### src/rtl/multdiv_seq.sv
// multdiv_seq: iterative signed 32-bit multiply / divide, one bit per cycle.
// A start pulse captures operand magnitudes and the result sign. The unit
// iterates for 32 cycles and loads the result on entry to DONE, which is
// 33 cycles after the start edge. A start in any state restarts the unit.
//
// Ports
//   clock           in   master clock, rising edge
//   reset           in   synchronous, active-high
//   data_operandA   in   32  multiplicand / dividend (sampled on start)
//   data_operandB   in   32  multiplier / divisor   (sampled on start)
//   ctrl_MULT       in   start multiply (wins over ctrl_DIV)
//   ctrl_DIV        in   start divide
//   data_result     out  32  registered result, held until the next completion
//   data_exception  out  overflow / divide-by-zero / unrepresentable quotient
//   data_resultRDY  out  one-cycle completion strobe (DONE state)
//   busy            out  high in MULT, DIV and DONE
//
// state | meaning
// IDLE  | waiting for a start, outputs hold
// MULT  | shift-add multiply iterations, then finalize
// DIV   | restoring divide iterations, then finalize
// DONE  | result valid, RDY high for this one cycle
module multdiv_seq (
  input  logic        clock,
  input  logic        reset,
  input  logic [31:0] data_operandA,
  input  logic [31:0] data_operandB,
  input  logic        ctrl_MULT,
  input  logic        ctrl_DIV,
  output logic [31:0] data_result,
  output logic        data_exception,
  output logic        data_resultRDY,
  output logic        busy
);

  typedef enum logic [1:0] {S_IDLE, S_MULT, S_DIV, S_DONE} state_t;

  state_t      r_state;
  state_t      w_state_nxt;
  logic [5:0]  r_cnt;
  logic        r_sign;
  logic [31:0] r_mag_a;
  logic [31:0] r_mag_b;
  logic [63:0] r_work;
  logic        r_div_zero;
  logic        r_div_ovf;
  logic [31:0] r_result;
  logic        r_exception;

  logic        w_start;
  logic        w_last;
  logic [31:0] w_abs_a;
  logic [31:0] w_abs_b;
  logic [32:0] w_madd;
  logic [63:0] w_mul_nxt;
  logic [63:0] w_shift;
  logic [32:0] w_trial;
  logic [63:0] w_div_nxt;
  logic [63:0] w_prod_s;
  logic        w_mul_exc;
  logic [31:0] w_quo_s;

  assign w_start = ctrl_MULT | ctrl_DIV;
  // Counter reaches 32 after the last iteration; the following edge finalizes.
  assign w_last  = (r_cnt == 6'd32);

  assign w_abs_a = data_operandA[31] ? (32'd0 - data_operandA) : data_operandA;
  assign w_abs_b = data_operandB[31] ? (32'd0 - data_operandB) : data_operandB;

  // Multiply step: conditionally add |A| into the upper half, keep the carry,
  // and shift the whole register right by one.
  assign w_madd    = {1'b0, r_work[63:32]} + (r_work[0] ? {1'b0, r_mag_a} : 33'd0);
  assign w_mul_nxt = {w_madd, r_work[31:1]};

  // Divide step: remainder stays below 2*|B| <= 2^32 so 32 bits suffice;
  // the 33rd bit of the trial is only the borrow.
  assign w_shift   = {r_work[62:0], 1'b0};
  assign w_trial   = {1'b0, w_shift[63:32]} - {1'b0, r_mag_b};
  assign w_div_nxt = w_trial[32] ? w_shift : {w_trial[31:0], w_shift[31:1], 1'b1};

  assign w_prod_s  = r_sign ? (64'd0 - r_work) : r_work;
  assign w_mul_exc = ~((&w_prod_s[63:31]) | ~(|w_prod_s[63:31]));
  assign w_quo_s   = r_sign ? (32'd0 - r_work[31:0]) : r_work[31:0];

  // State register
  always_ff @(posedge clock) begin
    if (reset) r_state <= S_IDLE;
    else       r_state <= w_state_nxt;
  end

  // Next-state logic
  always_comb begin
    w_state_nxt = r_state;
    if (w_start) begin
      w_state_nxt = ctrl_MULT ? S_MULT : S_DIV;
    end else begin
      case (r_state)
        S_IDLE:  w_state_nxt = S_IDLE;
        S_MULT:  w_state_nxt = w_last ? S_DONE : S_MULT;
        S_DIV:   w_state_nxt = w_last ? S_DONE : S_DIV;
        S_DONE:  w_state_nxt = S_IDLE;
        default: w_state_nxt = S_IDLE;
      endcase
    end
  end

  // Outputs decoded from registered state only
  always_comb begin
    busy           = (r_state != S_IDLE);
    data_resultRDY = (r_state == S_DONE);
  end

  // Datapath
  always_ff @(posedge clock) begin
    if (reset) begin
      r_cnt       <= 6'd0;
      r_sign      <= 1'b0;
      r_mag_a     <= 32'd0;
      r_mag_b     <= 32'd0;
      r_work      <= 64'd0;
      r_div_zero  <= 1'b0;
      r_div_ovf   <= 1'b0;
      r_result    <= 32'd0;
      r_exception <= 1'b0;
    end else if (w_start) begin
      r_cnt      <= 6'd0;
      r_sign     <= data_operandA[31] ^ data_operandB[31];
      r_mag_a    <= w_abs_a;
      r_mag_b    <= w_abs_b;
      r_work     <= {32'd0, (ctrl_MULT ? w_abs_b : w_abs_a)};
      r_div_zero <= (data_operandB == 32'd0);
      r_div_ovf  <= (data_operandA == 32'h8000_0000) && (data_operandB == 32'hFFFF_FFFF);
    end else if (r_state == S_MULT) begin
      if (w_last) begin
        r_result    <= w_prod_s[31:0];
        r_exception <= w_mul_exc;
      end else begin
        r_work <= w_mul_nxt;
        r_cnt  <= r_cnt + 6'd1;
      end
    end else if (r_state == S_DIV) begin
      if (w_last) begin
        if (r_div_zero) begin
          r_result    <= 32'd0;
          r_exception <= 1'b1;
        end else if (r_div_ovf) begin
          r_result    <= 32'h8000_0000;
          r_exception <= 1'b1;
        end else begin
          r_result    <= w_quo_s;
          r_exception <= 1'b0;
        end
      end else begin
        r_work <= w_div_nxt;
        r_cnt  <= r_cnt + 6'd1;
      end
    end
  end

  assign data_result    = r_result;
  assign data_exception = r_exception;

endmodule

### config.mk
export PLATFORM = sky130hd
export DESIGN_NAME = multdiv_seq
export DESIGN_NICKNAME = d
export VERILOG_FILES = /design/src/rtl/multdiv_seq.sv
export SDC_FILE = /design/constraint.sdc
export NUM_CORES = 1
export LEC_CHECK = 0
export ABC_AREA = 0
export BUFFER_PORTS_ARGS = -buffer_cell sky130_fd_sc_hd__buf_2
export CAP_MARGIN = 20
export CORE_UTILIZATION = 40
export CTS_CLUSTER_DIAMETER = 50
export CTS_CLUSTER_SIZE = 8
export DETAILED_ROUTE_END_ITERATION = 12
export GPL_TIMING_DRIVEN = 1
export SETUP_SLACK_MARGIN = 0.1
export SLEW_MARGIN = 10
export SYNTH_ARGS = -nofsm -noshare
export SYNTH_HDL_FRONTEND = slang
export SYNTH_SLANG_ARGS = --single-unit
### constraint.sdc
create_clock -name clock -period 9.6 [get_ports clock]
set_input_delay 1.44 -clock clock [delete_from_list [all_inputs] [get_ports clock]]
set_output_delay 1.44 -clock clock [all_outputs]
set_load 0.05 [all_outputs]
==> results.md, run 1 <==
* WP data arrival at 4.64 ns
* Pint at 1.39 mW
* Mapped Cells at 1901
* Net Switching at 0.749 mW
* # Max-Cap Violations at 0
* Slew @ Worst Pin at 0.863 ns
* Pleak at 6.36 nW
* Top cell type's share of synthesized area at 24.1%
* Die ar. at 0.0365 sq mm
* Clock latency on the worst-skew pair at 0.44 ns
* Slew HR at 42.0%
* Min-delay worst type: flip-flop to flip-flop
* H-tree Lvls at 4
* Multi-input gate area at 0.0102 sq mm
* Sw frac at 35.0%
* Routed Wire Length at 53400 um
* Synthesized area at 0.0143 sq mm
* Initial Util at 41.0%
* Synth warn at 0
* Initial antenna violation count at 3
* Layout fillers at 3601
* Comb power frac at 26.7%
* I/O Pins at 103
* Post-Route Setup TNS at 0 ns
* Worst hold slack at 0.453 ns
* Outcome: finished, final reports clean
* Starting DRT DRC Count at 1296
* Post-synth ARST share at 0%
* Worst Min Path Start: r_mag_a[0]
* Clock sinks at 172
* Clock power share at 35.6%
* Die height at 191 um
* Gr ovfl total at 0
* RSZ-0062 raised after global routing: no
* Fraction of layout instances using a drive strength above 1 at 11.0%
* Startpoint types: flip-flop
* FF+latch area at 0.00344 sq mm
* TritonCTS clock tree: built
* Area Overhead vs Synth at 10.2%
* Fin area at 0.0158 sq mm
* First-pass GRT wire length at 81200 um
* Synth Flop Type: dfxtp_1
* Flops & latches, synth at 172
* Post-synth EDFFs at 0
* Most numerous cell in the Yosys netlist: nor2_1
* CP endpoint kind: flip-flop
* Routability Congestion at 0.982
* Vias at 14800
* DRC Markers at 0
* Post-CTS resize count at 0
* WP data required at 9.93 ns
* Syn avg cell area at 7.53 sq um
* CTS Buf Count at 17
* Reg2reg start: r_work[10]
* Hpwl dp at 41200 um
* Total GRT Usage at 29.2%
* Worst Path Max Fanout at 12
* DRT antenna net count at 0
* Die Wd at 191 um
* Setup violations, final at 0
* Post-CTS Setup Bufs at 0
* Sequential-to-total area share from yosys stat at 24.1%
* Crit share post-route at 45.0%
* Area leader, netlist: dfxtp_1
* CTS clk-pin slew, worst paths at 0.07 ns
* CTS hold repair buffers at 0
* Power per cell area at 136 mW/mm^2
* Reg2Reg Setup Slack at 5.28 ns
* Root Driver: clkbuf_16
* Slew Viols, Final at 0
* WL/cell at 22.4 um
* # nets final at 2063
* Syn Nets at 2045
* Vias/cell at 6.18
* Most frequent cells after synthesis: 186 x nor2_1, 172 x dfxtp_1, 136 x o21ai_0, 125 x nand2_1, 122 x a211oi_1
* Crit path launch: r_work[10]
* First-pass iteration count of the detailed router at 7
* FP Rows at 68
* Core area at 0.0349 sq mm
* Pin count of the biggest net entering global routing at 72
* Final hold vios at 0
* Seq pwr share at 37.6%
* Min Tclk post-route at 4.32 ns
* Vias in the first global route at 13600
* Main area contributors after synthesis: dfxtp_1 24%, ha_1 6.5%, a211oi_1 6.4%
* Synth unique cells at 74
* PnR Total Power at 2.14 mW
* Input/output buffers at 102
* Crit path kind: flip-flop to flip-flop
* Fmax at 232 MHz
* Max IR drop VDD at 0.117 mV
* Fin Clk Skew at 0.0101 ns
* Cell Area, Placed at 0.0151 sq mm
* Clock Tree Buf Depth at 2
-- cell families after synthesis --
| group | after synthesis | synth area share (%) |
|---|---|---|
| compound gates | 615 | 28.9 |
| xor+xnor | 166 | 10.2 |
| fa+ha+maj | 76 | 6.75 |
| buf+inv | 198 | 5.22 |
| flops | 172 | 24.1 |
| mux | 33 | 2.51 |
| simple gates | 641 | 22.4 |
-- path summary, 6_finish.rpt --
path	depth (start not counted)	end
worst max-delay path	9	data_exception
worst min-delay path	2	r_mag_a[0]
worst max register to register	9	data_exception
worst min register to register	2	r_mag_a[0]
-- power by group through the flow --
stage          combinational [mW]  sequential (mW)  clock (mW)
2_1_floorplan               0.400            0.794           0
3_3_place_gp                0.557            0.820           0
3_5_place_dp                0.560            0.820           0
4_1_cts                     0.564            0.804       0.772
5_1_grt                     0.622            0.811       0.804
6_report                    0.572            0.806       0.763
-- registers in the layout, indices dropped and copies added (netlist names), 2 cells and up --
| signal | count |
|---|---|
| data_result | 32 |
| r_cnt | 6 |
| r_mag_a | 32 |
| r_mag_b | 32 |
| r_state | 2 |
| r_work | 64 |
-- stage by stage --
step | instances | util (%) | setup slack, ns
finish | 2389 | 45.2 | 5.28
global route | 2387 | 45.2 | 4.96
CTS | 2387 | 45.2 | 5.31
detailed placement | 2355 | 43.4 | 5.14
global placement | 2355 | 43.4 | 5.16
floorplan | 1901 | - | 5.78
-- cell type report --
cell class / count / share of cell area (%)
Clock buffer: 19 / 2.87
Sequential cell: 172 / 21.9
Multi-Input combinational cell: 1531 / 64.4
Clock inverter: 13 / 1.15
Tap cell: 455 / 3.61
Antenna cell: 2 / 0.0318
Timing Repair Buffer: 125 / 4.35
Inverter: 72 / 1.71
-- per-layer routing --
| layer | wire length [um] | up-vias | global-route usage [%] |
|---|---|---|---|
| met1 | 23400 | 6982 | 38.4 |
| met3 | 3390 | 110 | 4.04 |
| met4 | 2420 | 2 | 14.2 |
| li1 | - | 7071 | - |
| met5 | 16 | - | 0 |
| met2 | 24200 | 609 | 46.8 |
-- placed cells by master (no fill, tap or decap), drive strengths merged, types with 16 or more instances in the layout --
cell type and count:
nor2 186, dfxtp 172, o21ai 137, nand2 125, buf 125, a211oi 123
a21oi 114, xor2 94, inv 77, ha 74, xnor2 72, nor3 53
nand3 49, o31ai 41, and2 37, nor2b 35, a22oi 33, nand4 33
a21o 27, o41ai 26, mux2 23, nor4 21, or4 20, clkbuf 19
and3 18, a31oi 18, or3 18, nand2b 16
-- worst max-delay path: stages, from the launching register on --
cell	delay (ns)
dfxtp_1	0.38
or4_4	0.59
nor4_4	0.56
nand4_1	0.71
or2_0	0.55
or4b_1	0.52
a211oi_2	0.19
o31ai_1	0.10
or4_1	0.40
and3_1	0.19
(Power assumes the default switching activity.)
==> run 2: changes to the inputs <==
==> constraint.sdc (replaced) <==
create_clock -name clock -period 4.5 [get_ports clock]
set_input_delay 0.675 -clock clock [delete_from_list [all_inputs] [get_ports clock]]
set_output_delay 0.675 -clock clock [all_outputs]
set_load 0.05 [all_outputs]
==> run 2 against run 1 <==
Global-route usage rose by 0.46 points; largest cell class unchanged; count of clock-buffer cells in the layout up 1; maximum frequency grew 9.6%; non-clock buffer count is 18 higher; cell count increased by 0.67%.
==> results.md, run 2 (synthesis gave the netlist of run 1 again) <==
* WP data required at 4.84 ns (-5.09 ns)
* Worst Path Max Fanout at 11 (-1)
* TritonCTS clock tree: built
* Antenna cells at 0 (-2)
* Startpoint types: flip-flop
* Power per cell area at 283 mW/mm^2 (+110%)
* CP endpoint kind: flip-flop
* Initial Util at 41.0% (unchanged)
* Routed Wire Length at 53900 um (+0.85%)
* RSZ-0062 raised after global routing: no
* Die height at 191 um (unchanged)
* Vias/cell at 6.19 (+0.11%)
* Input/output buffers at 102 (unchanged)
* H-tree Lvls at 4 (unchanged)
* Fin area at 0.0158 sq mm (+0.53%)
* Reg2reg start: r_work[33]
* Min-delay worst type: flip-flop to flip-flop
* Slew @ Worst Pin at 0.976 ns (+0.114 ns)
* WL/cell at 22.4 um (+0.18%)
* DRT antenna net count at 0 (unchanged)
* I/O Pins at 103 (unchanged)
* Max reg flops at 64 (unchanged)
* Pleak at 6.41 nW (+0.91%)
* Cell Area, Placed at 0.0153 sq mm (+0.98%)
* Placed insts at 2373 (+0.76%)
* Hpwl dp at 41900 um (+1.7%)
* Post-CTS resize count at 0 (unchanged)
* Fin util at 45.4% (+0.24 points)
* Final hold vios at 0 (unchanged)
* Layout fillers at 3632 (+0.86%)
* Area Overhead vs Synth at 10.7%
* Reg2Reg Setup Slack at 0.56 ns (-4.72 ns)
* Total GRT Usage at 29.7% (+0.46 points)
* FF-to-FF path depth at 9 (unchanged)
* Slowest stage cell, crit path: or4_1
* Die ar. at 0.0365 sq mm (unchanged)
* Root Driver: clkbuf_16
* Worst Min Path Start: r_mag_a[0]
* CTS Buf Count at 17 (unchanged)
* Slew HR at 34.9% (-7.1 points)
* Pin count of the biggest net entering global routing at 99 (+38%)
* Die Wd at 191 um (unchanged)
* FP Rows at 68 (unchanged)
* Gr ovfl total at 0 (unchanged)
* Setup violations, final at 0 (unchanged)
* Max incr delay on CP at 0.63 ns (-0.08 ns)
* Slew Viols, Final at 0 (unchanged)
* Min Tclk post-route at 3.94 ns (-0.377 ns)
* Clock latency on the worst-skew pair at 0.46 ns (+0.02 ns)
* Most frequent cells in the layout: 185 x nor2_1, 171 x dfxtp_1, 134 x o21ai_0, 125 x nand2_1, 122 x a211oi_1
* First-pass iteration count of the detailed router at 6 (-1)
* Worst R2R End: data_exception
* Fmax at 254 MHz (+9.6%)
* Max IR drop VDD at 0.264 mV (+120%)
* # Max-Cap Violations at 0 (unchanged)
* Core area at 0.0349 sq mm (unchanged)
* Clock Tree Buf Depth at 2 (unchanged)
* Worst setup path endpoint: data_exception
* Most flop-heavy register: r_work
* Post-CTS Setup Bufs at 0 (unchanged)
* CTS hold repair buffers at 0 (unchanged)
* Crit path launch: r_work[33]
* Crit share post-route at 87.5% (+43 points)
* Routability Congestion at 0.982 (about the same)
* Vias in the first global route at 13800 (+1.4%)
* Fraction of layout instances using a drive strength above 1 at 11.7% (+0.72 points)
* Outcome: finished, final reports clean
* First-pass GRT wire length at 82500 um (+1.6%)
* # nets final at 2081 (+0.87%)
* WP data arrival at 4.28 ns (-0.36 ns)
* DRC Markers at 0 (unchanged)
* Initial antenna violation count at 0 (-3)
* PnR Total Power at 4.48 mW (+110%)
* Starting DRT DRC Count at 1375 (+6.1%)
* Final cell count without fillers at 2405 (+0.67%)
* Commonest non-fill, non-tap cell in the layout: nor2_1
* Post-Route Setup TNS at 0 ns (unchanged)
* Fin Clk Skew at 0.0169 ns (+0.00681 ns)
* Crit path kind: flip-flop to flip-flop
* Clock sinks at 172 (unchanged)
* Crit path cell chain: or4_1 -> or3_1 -> or2_2 -> or3_1 -> xnor2_1 -> o41ai_1 -> o2111ai_1 -> or4_1 -> and3_1
* CTS clk-pin slew, worst paths at 0.08 ns (about the same)
* Vias at 14900 (+0.78%)
## run 2: cell count changes in the layout (fill, tap and decap cells not counted)
cell / before / now
diode_2: 2 / 0
clkbuf_1: 0 / 2
bufinv_16: 3 / 1
clkinvlp_4: 1 / 4
inv_8: 2 / 3
clkbuf_8: 2 / 1
buf_4: 24 / 41
clkinv_4: 4 / 1
buf_12: 0 / 1
## run 2: final cells by class
type                            instances  area (sq um)  area share (%)
Sequential cell                       172          3440            21.7
Clock buffer                           20           447            2.82
Multi-Input combinational cell       1531         10200            64.1
Clock inverter                         12           129           0.813
Timing Repair Buffer                  143           833            5.26
Tap cell                              455           569            3.59
Inverter                               72           270            1.71
## run 2: metal layers
layer	share of wire (%)	vias to the layer above	global-route usage [%]
met3	5.6	110	3.80
met5	0	-	0
met2	45	588	47.1
met4	5.2	0	15.4
li1	-	7081	-
met1	44	7110	39.2
## run 2: power breakdown
| part | internal (mW) | switching, mW | leakage [nW] |
|---|---|---|---|
| sequential | 1.61 | 0.115 | 1.41 |
| combinational | 0.454 | 0.800 | 4.73 |
| clock | 0.794 | 0.707 | 0.270 |
| total | 2.86 | 1.62 | 6.41 |
## run 2: through the flow
stage          worst slack [ns]  hold slack, ns
2_1_floorplan              1.03           0.427
3_3_place_gp              0.691           0.438
3_5_place_dp              0.641           0.441
4_1_cts                   0.607           0.449
5_1_grt                   0.373           0.468
6_report                  0.562           0.450
## run 2: worst min-delay path by stage
stage	slack, ns	end	cells after the start
5_1_grt	0.47	r_mag_a[0]	2
6_report	0.45	r_mag_a[0]	2
2_1_floorplan	0.43	r_mag_a[0]	2
3_3_place_gp	0.44	r_mag_a[0]	2
3_5_place_dp	0.44	r_mag_a[0]	2
4_1_cts	0.45	r_mag_a[0]	2
## run 2: worst max-delay path: cells and delay by family, from the launching register on
family,cells,cell delay [ns]
xor gates and xnor gates,1,0.15
AOI/OAI and AO/OA,2,0.55
and+or+nand+nor,6,2.70
DFF,1,0.44
==> run 3: changes to the inputs <==
--- a/config.mk
+++ b/config.mk
@@ -9,6 +9,7 @@
 export BUFFER_PORTS_ARGS = -buffer_cell sky130_fd_sc_hd__buf_2
 export CAP_MARGIN = 20
 export CORE_UTILIZATION = 40
+export CTS_BUF_LIST = sky130_fd_sc_hd__clkbuf_8
 export CTS_CLUSTER_DIAMETER = 50
 export CTS_CLUSTER_SIZE = 8
 export DETAILED_ROUTE_END_ITERATION = 12
==> run 3 against run 2 <==
Global-route usage unchanged; cell area decreased by 1.2%; maximum frequency fell by 0.51%; routed wire length grew 0.11%; worst hold slack better by 0.0047 ns; cell count is the same; clock power decreased by 25%; sequential power is essentially flat; via count down 0.24%.
==> results.md, run 3 (synthesis gave the netlist of run 1 again) <==
* Outcome: finished, final reports clean
* Min-delay worst type: flip-flop to flip-flop
* Post-CTS Setup Bufs at 0 (unchanged)
* FP Rows at 68 (unchanged)
* Worst hold slack at 0.454 ns (+0.00473 ns)
* Placed insts at 2373 (unchanged)
* Worst Path Buf+Inv at 0 (unchanged)
* CTS clk-pin slew, worst paths at 0.11 ns (+0.03 ns)
* Antenna cells at 0 (unchanged)
* WL/cell at 22.4 um (+0.11%)
* CTS hold repair buffers at 0 (unchanged)
* CP endpoint kind: flip-flop
* Hpwl dp at 41900 um (unchanged)
* RSZ-0062 raised after global routing: no
* PnR Total Power at 4.10 mW (-8.5%)
* DRC Markers at 0 (unchanged)
* WP data required at 4.89 ns (+0.05 ns)
* Slew HR at 34.5% (-0.42 points)
* Clock latency on the worst-skew pair at 0.51 ns (+0.05 ns)
* Most flop-heavy register: r_work
* Setup violations, final at 0 (unchanged)
* Starting DRT DRC Count at 1366 (-0.65%)
* Slew @ Worst Pin at 0.983 ns (+0.00633 ns)
* Setup ws final at 0.542 ns (-0.0202 ns)
* First-pass iteration count of the detailed router at 6 (unchanged)
* Initial Util at 41.0% (unchanged)
* Crit path kind: flip-flop to flip-flop
* Area Overhead vs Synth at 9.40%
* Slew Viols, Final at 0 (unchanged)
* Layout fillers at 3642 (+0.28%)
* Vias/cell at 6.18 (-0.24%)
* Fin area at 0.0157 sq mm (-1.2%)
* Die Wd at 191 um (unchanged)
* Core area at 0.0349 sq mm (unchanged)
* H-tree Lvls at 4 (unchanged)
* Input/output buffers at 102 (unchanged)
* I/O Pins at 103 (unchanged)
* Crit path cell chain: or4_1 -> or3_1 -> or2_2 -> or3_1 -> xnor2_1 -> o41ai_1 -> o2111ai_1 -> or4_1 -> and3_1
* Crit path max-delay family: simple AND/OR/NAND/NOR gates
* Routability Congestion at 0.982 (unchanged)
* DRT antenna net count at 0 (unchanged)
* Commonest non-fill, non-tap cell in the layout: nor2_1
* # Max-Cap Violations at 0 (unchanged)
* Post-CTS resize count at 0 (unchanged)
* Dpl ws at 0.641 ns (unchanged)
* Power per cell area at 262 mW/mm^2 (-7.3%)
* Cell Area, Placed at 0.0153 sq mm (unchanged)
* Fraction of layout instances using a drive strength above 1 at 11.7% (unchanged)
* Pleak at 6.33 nW (-1.2%)
* Clock sinks at 172 (unchanged)
* Post-Route Setup TNS at 0 ns (unchanged)
* Most frequent cells in the layout: 185 x nor2_1, 171 x dfxtp_1, 134 x o21ai_0, 125 x nand2_1, 122 x a211oi_1
* Max reg flops at 64 (unchanged)
* Clock Tree Buf Depth at 2 (unchanged)
* CTS Buf Count at 17 (unchanged)
* Min Tclk post-route at 3.96 ns (+0.0202 ns)
* Fin Clk Skew at 0.0199 ns (+0.00297 ns)
* # nets final at 2081 (unchanged)
* WP data arrival at 4.35 ns (+0.07 ns)
* Die height at 191 um (unchanged)
* Worst Path Max Fanout at 11 (unchanged)
* Initial antenna violation count at 0 (unchanged)
* TritonCTS clock tree: built
* Max incr delay on CP at 0.63 ns (about the same)
* Crit share post-route at 88.0% (+0.45 points)
* Total GRT Usage at 29.7% (unchanged)
* Fmax at 253 MHz (-0.51%)
* Slowest stage cell, crit path: or4_1
* Final hold vios at 0 (unchanged)
* Pin count of the biggest net entering global routing at 99 (unchanged)
* Final cell count without fillers at 2405 (unchanged)
* Vias at 14900 (-0.24%)
* Startpoint types: flip-flop
* Gr ovfl total at 0 (unchanged)
* Routed Wire Length at 54000 um (+0.11%)
* Fin util at 44.9% (-0.55 points)
* Die ar. at 0.0365 sq mm (unchanged)
* First-pass GRT wire length at 82400 um (-0.16%)
* Vias in the first global route at 13800 (+0.0073%)
* Max IR drop VDD at 0.173 mV (-34%)
* Root Driver: clkbuf_8
run 3: metal layers:
metal / part of all wire (%) / vias to the layer above / GRT usage [%]
met5: 0 / - / 0
met4: 5.5 / 0 / 16.8
met3: 5.8 / 118 / 3.34
met2: 45 / 591 / 46.9
met1: 44 / 7070 / 39.1
li1: - / 7074 / -
run 3: worst register-to-register path: stages (launching register included):
cell       delay (ns)
dfxtp_1          0.45
or4_1            0.63
or3_1            0.58
or2_2            0.43
or3_1            0.39
xnor2_1          0.15
o41ai_1          0.39
o2111ai_1        0.16
or4_1            0.48
and3_1           0.19
run 3: power by group:
group          switching [mW]  internal (mW)
clock network           0.659          0.464
registers               0.115           1.61
logic                   0.799          0.454
total                    1.57           2.53
run 3: worst paths after layout:
check        slack, ns  cells past startpoint  startpoint             end
max               0.54                      9  r_work[33]  data_exception
min               0.45                      2  r_mag_a[0]      r_mag_a[0]
max reg2reg       0.54                      9  r_work[33]  data_exception
min reg2reg       0.45                      2  r_mag_a[0]      r_mag_a[0]
run 3: final cells by class:
| class | count | area, sq um | share of cell area, % |
|---|---|---|---|
| clock buffer | 18 | 248 | 1.58 |
| clock inverter | 14 | 136 | 0.871 |
| inverter | 72 | 270 | 1.73 |
| multi-input combinational | 1531 | 10200 | 64.9 |
| sequential | 172 | 3440 | 22.0 |
| tap | 455 | 569 | 3.64 |
| timing repair buffer | 143 | 833 | 5.32 |
